<file path="config.mk">
export PLATFORM = sky130hd
export DESIGN_NAME = ddr_rx
export DESIGN_NICKNAME = d
export VERILOG_FILES = /design/src/rtl/ddr_rx.sv
export SDC_FILE = /design/constraint.sdc
export NUM_CORES = 1
export LEC_CHECK = 0
export CAP_MARGIN = 10
export CELL_PAD_IN_SITES_DETAIL_PLACEMENT = 1
export CELL_PAD_IN_SITES_GLOBAL_PLACEMENT = 2
export CORE_ASPECT_RATIO = 1.4
export CORE_MARGIN = 1
export CORE_UTILIZATION = 33
export CTS_CLUSTER_DIAMETER = 120
export DETAILED_ROUTE_END_ITERATION = 16
export GPL_ROUTABILITY_DRIVEN = 1
export PLACE_DENSITY = 0.79
export SLEW_MARGIN = 25
export SYNTH_ARGS = -nofsm -noshare
export SYNTH_HDL_FRONTEND = slang
export SYNTH_SLANG_ARGS = --single-unit
</file>
<file path="constraint.sdc">
create_clock -name i_sys_clk -period 2.39 [get_ports i_sys_clk]
set_input_delay 0.239 -clock i_sys_clk [delete_from_list [all_inputs] [get_ports i_sys_clk]]
set_output_delay 0.239 -clock i_sys_clk [all_outputs]
set_load 0.02 [all_outputs]
</file>
<file path="src/rtl/ddr_rx.sv">
`default_nettype none
// ============================================================================
//  Module   : ddr_rx
//  Purpose  : HDR-DDR receive deserializer. Samples SDA on every SCL edge
//             strobe (rising and falling) and assembles the field selected by
//             the DDR/CCC FSM:
//               PREAMBLE 2 bits, DATA 8 bits, PARITY 2 bits, TOKEN 4 bits,
//               CRC 5 bits.
//             Parity, token and CRC are checked against their expected values.
//             Each data byte goes to the register file and to the CRC engine.
//  Ports    :
//    i_sys_clk / i_sys_rst        clock, asynchronous active-low reset
//    i_ddrccc_rx_en               enable; low clears field state
//    i_ddrccc_rx_mode             field select
//    i_sclgen_scl_pos/neg_edge    1-cycle SCL edge strobes
//    i_sdahnd_rx_sda              synchronized SDA
//    i_crc_crc_value              CRC5 computed over the received bytes
//    o_ddrccc_rx_mode_done        1-cycle pulse, field complete
//    o_ddrccc_preamble            last received preamble {first,second}
//    o_ddrccc_error               1-cycle pulse with done on a check mismatch
//    o_regf_wr_en/o_regf_data_wr  received byte to the register file
//    o_crc_en                     high while in DATA mode
//    o_crc_data_valid/
//    o_crc_parallel_data          received byte to the CRC engine
//  Revision : 1.0  initial release
// ============================================================================
module ddr_rx (
  input  logic       i_sys_clk,
  input  logic       i_sys_rst,
  input  logic       i_ddrccc_rx_en,
  input  logic [3:0] i_ddrccc_rx_mode,
  input  logic       i_sclgen_scl_pos_edge,
  input  logic       i_sclgen_scl_neg_edge,
  input  logic       i_sdahnd_rx_sda,
  input  logic [4:0] i_crc_crc_value,
  output logic       o_ddrccc_rx_mode_done,
  output logic [1:0] o_ddrccc_preamble,
  output logic       o_ddrccc_error,
  output logic       o_regf_wr_en,
  output logic [7:0] o_regf_data_wr,
  output logic       o_crc_en,
  output logic       o_crc_data_valid,
  output logic [7:0] o_crc_parallel_data
);

  localparam logic [3:0] MODE_PREAMBLE = 4'b0000;
  localparam logic [3:0] MODE_DATA     = 4'b0111;
  localparam logic [3:0] MODE_PARITY   = 4'b0100;
  localparam logic [3:0] MODE_TOKEN    = 4'b1100;
  localparam logic [3:0] MODE_CRC      = 4'b1101;
  localparam logic [3:0] TOKEN_VALUE   = 4'b1100;

  logic [3:0] mode_q;
  logic [2:0] bit_cnt_q, bit_cnt_d;
  logic [6:0] shift_q, shift_d;
  logic       byte_sel_q, byte_sel_d;
  logic [7:0] d1_q, d1_d;
  logic [7:0] d2_q, d2_d;
  logic [7:0] byte_q, byte_d;
  logic [1:0] preamble_q, preamble_d;
  logic       done_q, done_d;
  logic       err_q, err_d;
  logic       wr_q, wr_d;

  logic       w_mode_valid;
  logic [2:0] w_last_idx;
  logic       w_sample;
  logic       w_mode_chg;
  logic [1:0] w_par_exp;
  logic [2:0] w_cnt_base;
  logic [6:0] w_shift_base;
  logic [7:0] w_field;

  // Index of the final bit of the selected field; unknown codes never sample.
  always_comb begin
    w_mode_valid = 1'b1;
    w_last_idx   = 3'd0;
    case (i_ddrccc_rx_mode)
      MODE_PREAMBLE: w_last_idx = 3'd1;
      MODE_DATA:     w_last_idx = 3'd7;
      MODE_PARITY:   w_last_idx = 3'd1;
      MODE_TOKEN:    w_last_idx = 3'd3;
      MODE_CRC:      w_last_idx = 3'd4;
      default:       w_mode_valid = 1'b0;
    endcase
  end

  assign w_sample   = i_sclgen_scl_pos_edge | i_sclgen_scl_neg_edge;
  assign w_mode_chg = (i_ddrccc_rx_mode != mode_q) && (bit_cnt_q != 3'd0);

  // Odd bits give P1; even bits give P0 inverted.
  assign w_par_exp = {^{d1_q[7], d1_q[5], d1_q[3], d1_q[1], d2_q[7], d2_q[5], d2_q[3], d2_q[1]},
                      ~^{d1_q[6], d1_q[4], d1_q[2], d1_q[0], d2_q[6], d2_q[4], d2_q[2], d2_q[0]}};

  // A mode switch mid-field drops the partial bits; a strobe in the same
  // cycle then starts the new field.
  assign w_cnt_base   = w_mode_chg ? 3'd0 : bit_cnt_q;
  assign w_shift_base = w_mode_chg ? 7'd0 : shift_q;
  // Shift register is cleared at every field boundary, so the low bits of
  // w_field hold the completed field MSB-first.
  assign w_field      = {w_shift_base, i_sdahnd_rx_sda};

  always_comb begin
    bit_cnt_d  = bit_cnt_q;
    shift_d    = shift_q;
    byte_sel_d = byte_sel_q;
    d1_d       = d1_q;
    d2_d       = d2_q;
    byte_d     = byte_q;
    preamble_d = preamble_q;
    done_d     = 1'b0;
    err_d      = 1'b0;
    wr_d       = 1'b0;

    if (!i_ddrccc_rx_en) begin
      bit_cnt_d  = 3'd0;
      shift_d    = 7'd0;
      byte_sel_d = 1'b0;
    end else begin
      bit_cnt_d = w_cnt_base;
      shift_d   = w_shift_base;
      if (w_sample && w_mode_valid) begin
        if (w_cnt_base == w_last_idx) begin
          done_d    = 1'b1;
          bit_cnt_d = 3'd0;
          shift_d   = 7'd0;
          case (i_ddrccc_rx_mode)
            MODE_PREAMBLE: preamble_d = w_field[1:0];
            MODE_DATA: begin
              wr_d       = 1'b1;
              byte_d     = w_field;
              byte_sel_d = ~byte_sel_q;
              if (byte_sel_q) d2_d = w_field;
              else            d1_d = w_field;
            end
            MODE_PARITY: begin
              err_d      = (w_field[1:0] != w_par_exp);
              byte_sel_d = 1'b0;
            end
            MODE_TOKEN: err_d = (w_field[3:0] != TOKEN_VALUE);
            MODE_CRC:   err_d = (w_field[4:0] != i_crc_crc_value);
            default:    err_d = 1'b0;
          endcase
        end else begin
          bit_cnt_d = w_cnt_base + 3'd1;
          shift_d   = w_field[6:0];
        end
      end
    end
  end

  always_ff @(posedge i_sys_clk or negedge i_sys_rst) begin
    if (!i_sys_rst) begin
      mode_q     <= MODE_PREAMBLE;
      bit_cnt_q  <= 3'd0;
      shift_q    <= 7'd0;
      byte_sel_q <= 1'b0;
      d1_q       <= 8'd0;
      d2_q       <= 8'd0;
      byte_q     <= 8'd0;
      preamble_q <= 2'b00;
      done_q     <= 1'b0;
      err_q      <= 1'b0;
      wr_q       <= 1'b0;
    end else begin
      mode_q     <= i_ddrccc_rx_en ? i_ddrccc_rx_mode : MODE_PREAMBLE;
      bit_cnt_q  <= bit_cnt_d;
      shift_q    <= shift_d;
      byte_sel_q <= byte_sel_d;
      d1_q       <= d1_d;
      d2_q       <= d2_d;
      byte_q     <= byte_d;
      preamble_q <= preamble_d;
      done_q     <= done_d;
      err_q      <= err_d;
      wr_q       <= wr_d;
    end
  end

  assign o_ddrccc_rx_mode_done = done_q;
  assign o_ddrccc_error        = err_q;
  assign o_ddrccc_preamble     = preamble_q;
  assign o_regf_wr_en          = wr_q;
  assign o_regf_data_wr        = byte_q;
  assign o_crc_data_valid      = wr_q;
  assign o_crc_parallel_data   = byte_q;
  // Gated by reset so the enable drops immediately when reset is asserted.
  assign o_crc_en = i_sys_rst && i_ddrccc_rx_en && (i_ddrccc_rx_mode == MODE_DATA);

endmodule
`default_nettype wire

</file>
==> summary.txt, run 1 <==
Status
  • Outcome: finished, final reports clean

Critical path
  • Highest fanout seen on the critical path: 6
  • Critical Path End: o_crc_data_valid$_DFF_PN0_
  • Startpoint Class: input pin
  • Flop2flop setup slack: 0.22 ns
  • Crit path top cell by count: sky130_fd_sc_hd__buf_4
  • Ordered list of cells on the worst path: clkdlybuf4s50_1 -> nand3b_1 -> or3_1 -> a311oi_4 -> buf_4 -> nor4b_1 -> buf_4
  • Crit Path Category: input pin to register
  • Worst reg2reg path depth: 6
  • Critical-path top delay cell: sky130_fd_sc_hd__clkdlybuf4s50_1
  • End of the worst register-to-register path: o_ddrccc_preamble[0]$_DFFE_PN0P_
  • Critical path capture point type: register
  • Slowest stage delay, CP: 0.51 ns
  • Arrival time of the worst setup path: 2.54 ns
  • Timing startpoint of the critical path: i_ddrccc_rx_mode[1]
  • CP required: 2.64 ns
  • Worst reg2reg startpoint: mode_q[0]$_DFF_PN0_

Global routing
  • Global route total overflow: 0
  • Wire length of the first global-routing pass: 10320 µm
  • Pin count of the biggest net entering global routing: 45
  • GRT Resource Usage Total: 0.1860
  • Number of antenna violations at the first check in global routing: 0
  • Vias in the first global route: 2060

Logic synthesis
  • Number of nets in the synthesized netlist: 258
  • Synthesis-stage register bit count: 44
  • Synthesized netlist cell count: 242
  • Mean Syn Cell Area: 9.653 µm²
  • Dominant register cell in the synthesized netlist: sky130_fd_sc_hd__dfrtp_1
  • Warnings, synthesis: 0
  • Number of enable flip-flop cells after synthesis: 0
  • FFs w/ async S/R, synth: 1.000
  • Mapped Area: 2336 µm²
  • Library cells used by synthesis: 49
  • Sequential cell area fraction in the yosys report: 0.4713

Timing
  • Final Worst Setup Slack: 0.09367 ns
  • Number of pins exceeding their max-slew limit in the final report: 0
  • Highest achievable clock rate: 435.5 MHz
  • Final count of hold timing violations: 0
  • Worst hold margin: 0.07809 ns
  • Rel. slew slack: 0.6223
  • Largest clock skew in the final design: 0.009051 ns
  • Final setup fails: 0
  • RSZ-0062 raised after global routing: no
  • Final TNS setup: 0 ns
  • Slew @ Worst Pin: 0.5665 ns
  • Final worst-path cycle share: 0.9608
  • Final critical path time including I/O delays and setup: 2.296 ns

Floorplanning
  • Area of the core: 6700 µm²
  • Overall die area: 7424 µm²
  • Std cell rows: 35
  • Die width: 73.11 µm
  • Initial core utilization: 0.3486
  • IO Count: 38
  • Floorplan die height: 101.6 µm

CTS
  • Clock tree from TritonCTS: built
  • Worst skew pair latency: 0.30 ns
  • CTS root buffer: sky130_fd_sc_hd__clkbuf_8
  • Number of buffers added to fix hold violations after cts: 0
  • Clock Sinks: 44
  • PostCTS Resize Cnt: 0
  • Maximum clock path buffer count: 2
  • Number of H-tree branching levels: 2
  • Total CTS buffers: 5
  • Clock-pin slew on the worst setup and hold paths: 0.09 ns
  • Post-CTS setup repair buffer count: 0

Finish
  • Share of layout cells above drive strength 1: 0.1854
  • Commonest non-fill, non-tap cells in the layout: 46 x sky130_fd_sc_hd__nand2_1, 44 x sky130_fd_sc_hd__dfrtp_1, 35 x sky130_fd_sc_hd__clkdlybuf4s50_1
  • Layout-stage area growth over the synthesis result: 31.12%
  • Most common cell after layout, fill and taps aside: sky130_fd_sc_hd__nand2_1
  • Diode count: 0
  • Number of nets in the layout: 317
  • Fin area: 3063 µm²

Placement
  • Gp weighted congestion: 0.8309
  • Placed cell areas: 2945 µm²
  • HPWL reported at the end of detailed placement: 4823 µm
  • Worst slack at placement: -0.1901 ns
  • Number of I/O port buffers: 37

Drt
  • Count of routing violations after the opening detailed-route iteration: 36
  • Via-to-Cell Ratio: 4.898
  • Post-detailed-routing wire length: 6149 µm
  • ANT nets after route: 0
  • Final routed wire length divided by cell count: 15.61 µm
  • Total number of vias: 1930
  • First drt pass iteration count: 4
  • Post-route DRC violation count: 0

Power
  • Static Leak: 1.310 nW
  • PD cells: 494.5 nW/µm²
  • Post-route total power: 1.515 mW
  • Peak supply drop: 0.3446 mV

Min path
  • Worst hold-check path type: input pin to async pin

Flow run
  • Number of maximum-capacitance violations: 0
metrics by stage:
| stage | instances | util |
|---|---|---|
| floorplan | 242 | - |
| global placement | 386 | 0.4396 |
| detailed placement | 386 | 0.4396 |
| CTS | 394 | 0.4568 |
| global route | 394 | 0.4571 |
| finish | 394 | 0.4571 |
logic make-up after synthesis:
family,synth area share
compound gates,0.1559
xor+xnor,0.08195
fa+ha+maj,0.005355
buf+inv,0.06052
flops,0.4713
mux,0.01393
simple gates,0.2110
flip-flops by register name, summed over array words and instances, names as in the netlist:
| name | cells |
|---|---|
| bit_cnt_q | 3 |
| o_crc_parallel_data | 8 |
| o_ddrccc_preamble | 2 |
| o_crc_data_valid | 1 |
| o_ddrccc_error | 1 |
| o_ddrccc_rx_mode_done | 1 |
| shift_q | 7 |
| mode_q | 4 |
| d2_q | 8 |
| byte_sel_q | 1 |
| d1_q | 8 |
metal layers:
| metal | routed length [µm] | GRT usage |
|---|---|---|
| met5 | 0 | 0 |
| met4 | 133 | 0.07089 |
| met3 | 154 | 0.02786 |
| met2 | 3294 | 0.3397 |
| met1 | 2567 | 0.2152 |
area by class of cell:
type | instances | area (µm²)
clock buffers | 5 | 68.82
clock inverters | 3 | 46.29
fillers | 775 | 3637
inverters | 8 | 30.03
multi-input cells | 173 | 1094
flip-flops and latches | 44 | 1101
well taps | 92 | 115.1
repair buffers | 69 | 608.1
synth_stat cells (2+ instances only):
cell type / number / area [µm²]
sky130_fd_sc_hd__buf_4: 11 / 82.58
sky130_fd_sc_hd__nor3_1: 2 / 10.01
sky130_fd_sc_hd__and2_1: 5 / 31.28
sky130_fd_sc_hd__nand3_1: 4 / 20.02
sky130_fd_sc_hd__dfrtp_1: 44 / 1101
sky130_fd_sc_hd__o21ai_1: 19 / 95.09
sky130_fd_sc_hd__o21ai_0: 14 / 70.07
sky130_fd_sc_hd__a21oi_1: 4 / 20.02
sky130_fd_sc_hd__a31oi_1: 2 / 12.51
sky130_fd_sc_hd__and3_1: 4 / 25.02
sky130_fd_sc_hd__nor4b_1: 2 / 17.52
sky130_fd_sc_hd__nand4_2: 2 / 25.02
sky130_fd_sc_hd__or3_1: 4 / 25.02
sky130_fd_sc_hd__nand3_2: 2 / 20.02
sky130_fd_sc_hd__o22ai_1: 5 / 31.28
sky130_fd_sc_hd__xnor2_1: 15 / 131.4
sky130_fd_sc_hd__inv_1: 8 / 30.03
sky130_fd_sc_hd__nor2_1: 9 / 33.78
sky130_fd_sc_hd__nor4_1: 2 / 12.51
sky130_fd_sc_hd__nand2_1: 46 / 172.7
sky130_fd_sc_hd__buf_2: 5 / 25.02
sky130_fd_sc_hd__xor2_1: 5 / 43.79
sky130_fd_sc_hd__mux2_2: 2 / 22.52
where the power goes:
part / leakage [nW] / switching [mW] / internal [mW] / total, mW
logic: 0.645 / 0.0950 / 0.0801 / 0.175
clock network: 0.0548 / 0.268 / 0.315 / 0.583
registers: 0.610 / 0.00524 / 0.751 / 0.757
critical path: cells and delay by family:
kind,cells,cell delay [ns]
AO/OA/AOI/OAI,1,0.27
buffers and inverters,3,0.89
AND/OR/NAND/NOR,3,1.13
worst min-delay path by stage:
stage,startpoint,endpoint,slack (ns),cells past startpoint
after floorplan,i_sys_rst,bit_cnt_q[0]$_DFF_PN0_,-0.06,0
after global placement,i_sys_rst,o_crc_parallel_data[6]$_DFFE_PN0P_,0.42,2
after detailed placement,i_sys_rst,d1_q[6]$_DFFE_PN0P_,0.42,2
after CTS,i_sys_rst,o_crc_parallel_data[1]$_DFFE_PN0P_,0.09,2
after global routing,i_sys_rst,o_crc_parallel_data[1]$_DFFE_PN0P_,0.12,2
final,i_sys_rst,d1_q[1]$_DFFE_PN0P_,0.08,2
No activity file was read; power rests on OpenSTA's default activity.
==> inputs of run 2 (changes only) <==
--- a/config.mk
+++ b/config.mk
@@ -14,6 +14,7 @@
 export CTS_CLUSTER_DIAMETER = 120
 export DETAILED_ROUTE_END_ITERATION = 16
 export GPL_ROUTABILITY_DRIVEN = 1
+export HOLD_SLACK_MARGIN = 0.05
 export PLACE_DENSITY = 0.79
 export SLEW_MARGIN = 25
 export SYNTH_ARGS = -nofsm -noshare
==> results of run 2 <==
Same layout as run 1: the final DEF is identical, and so are final timing and power.
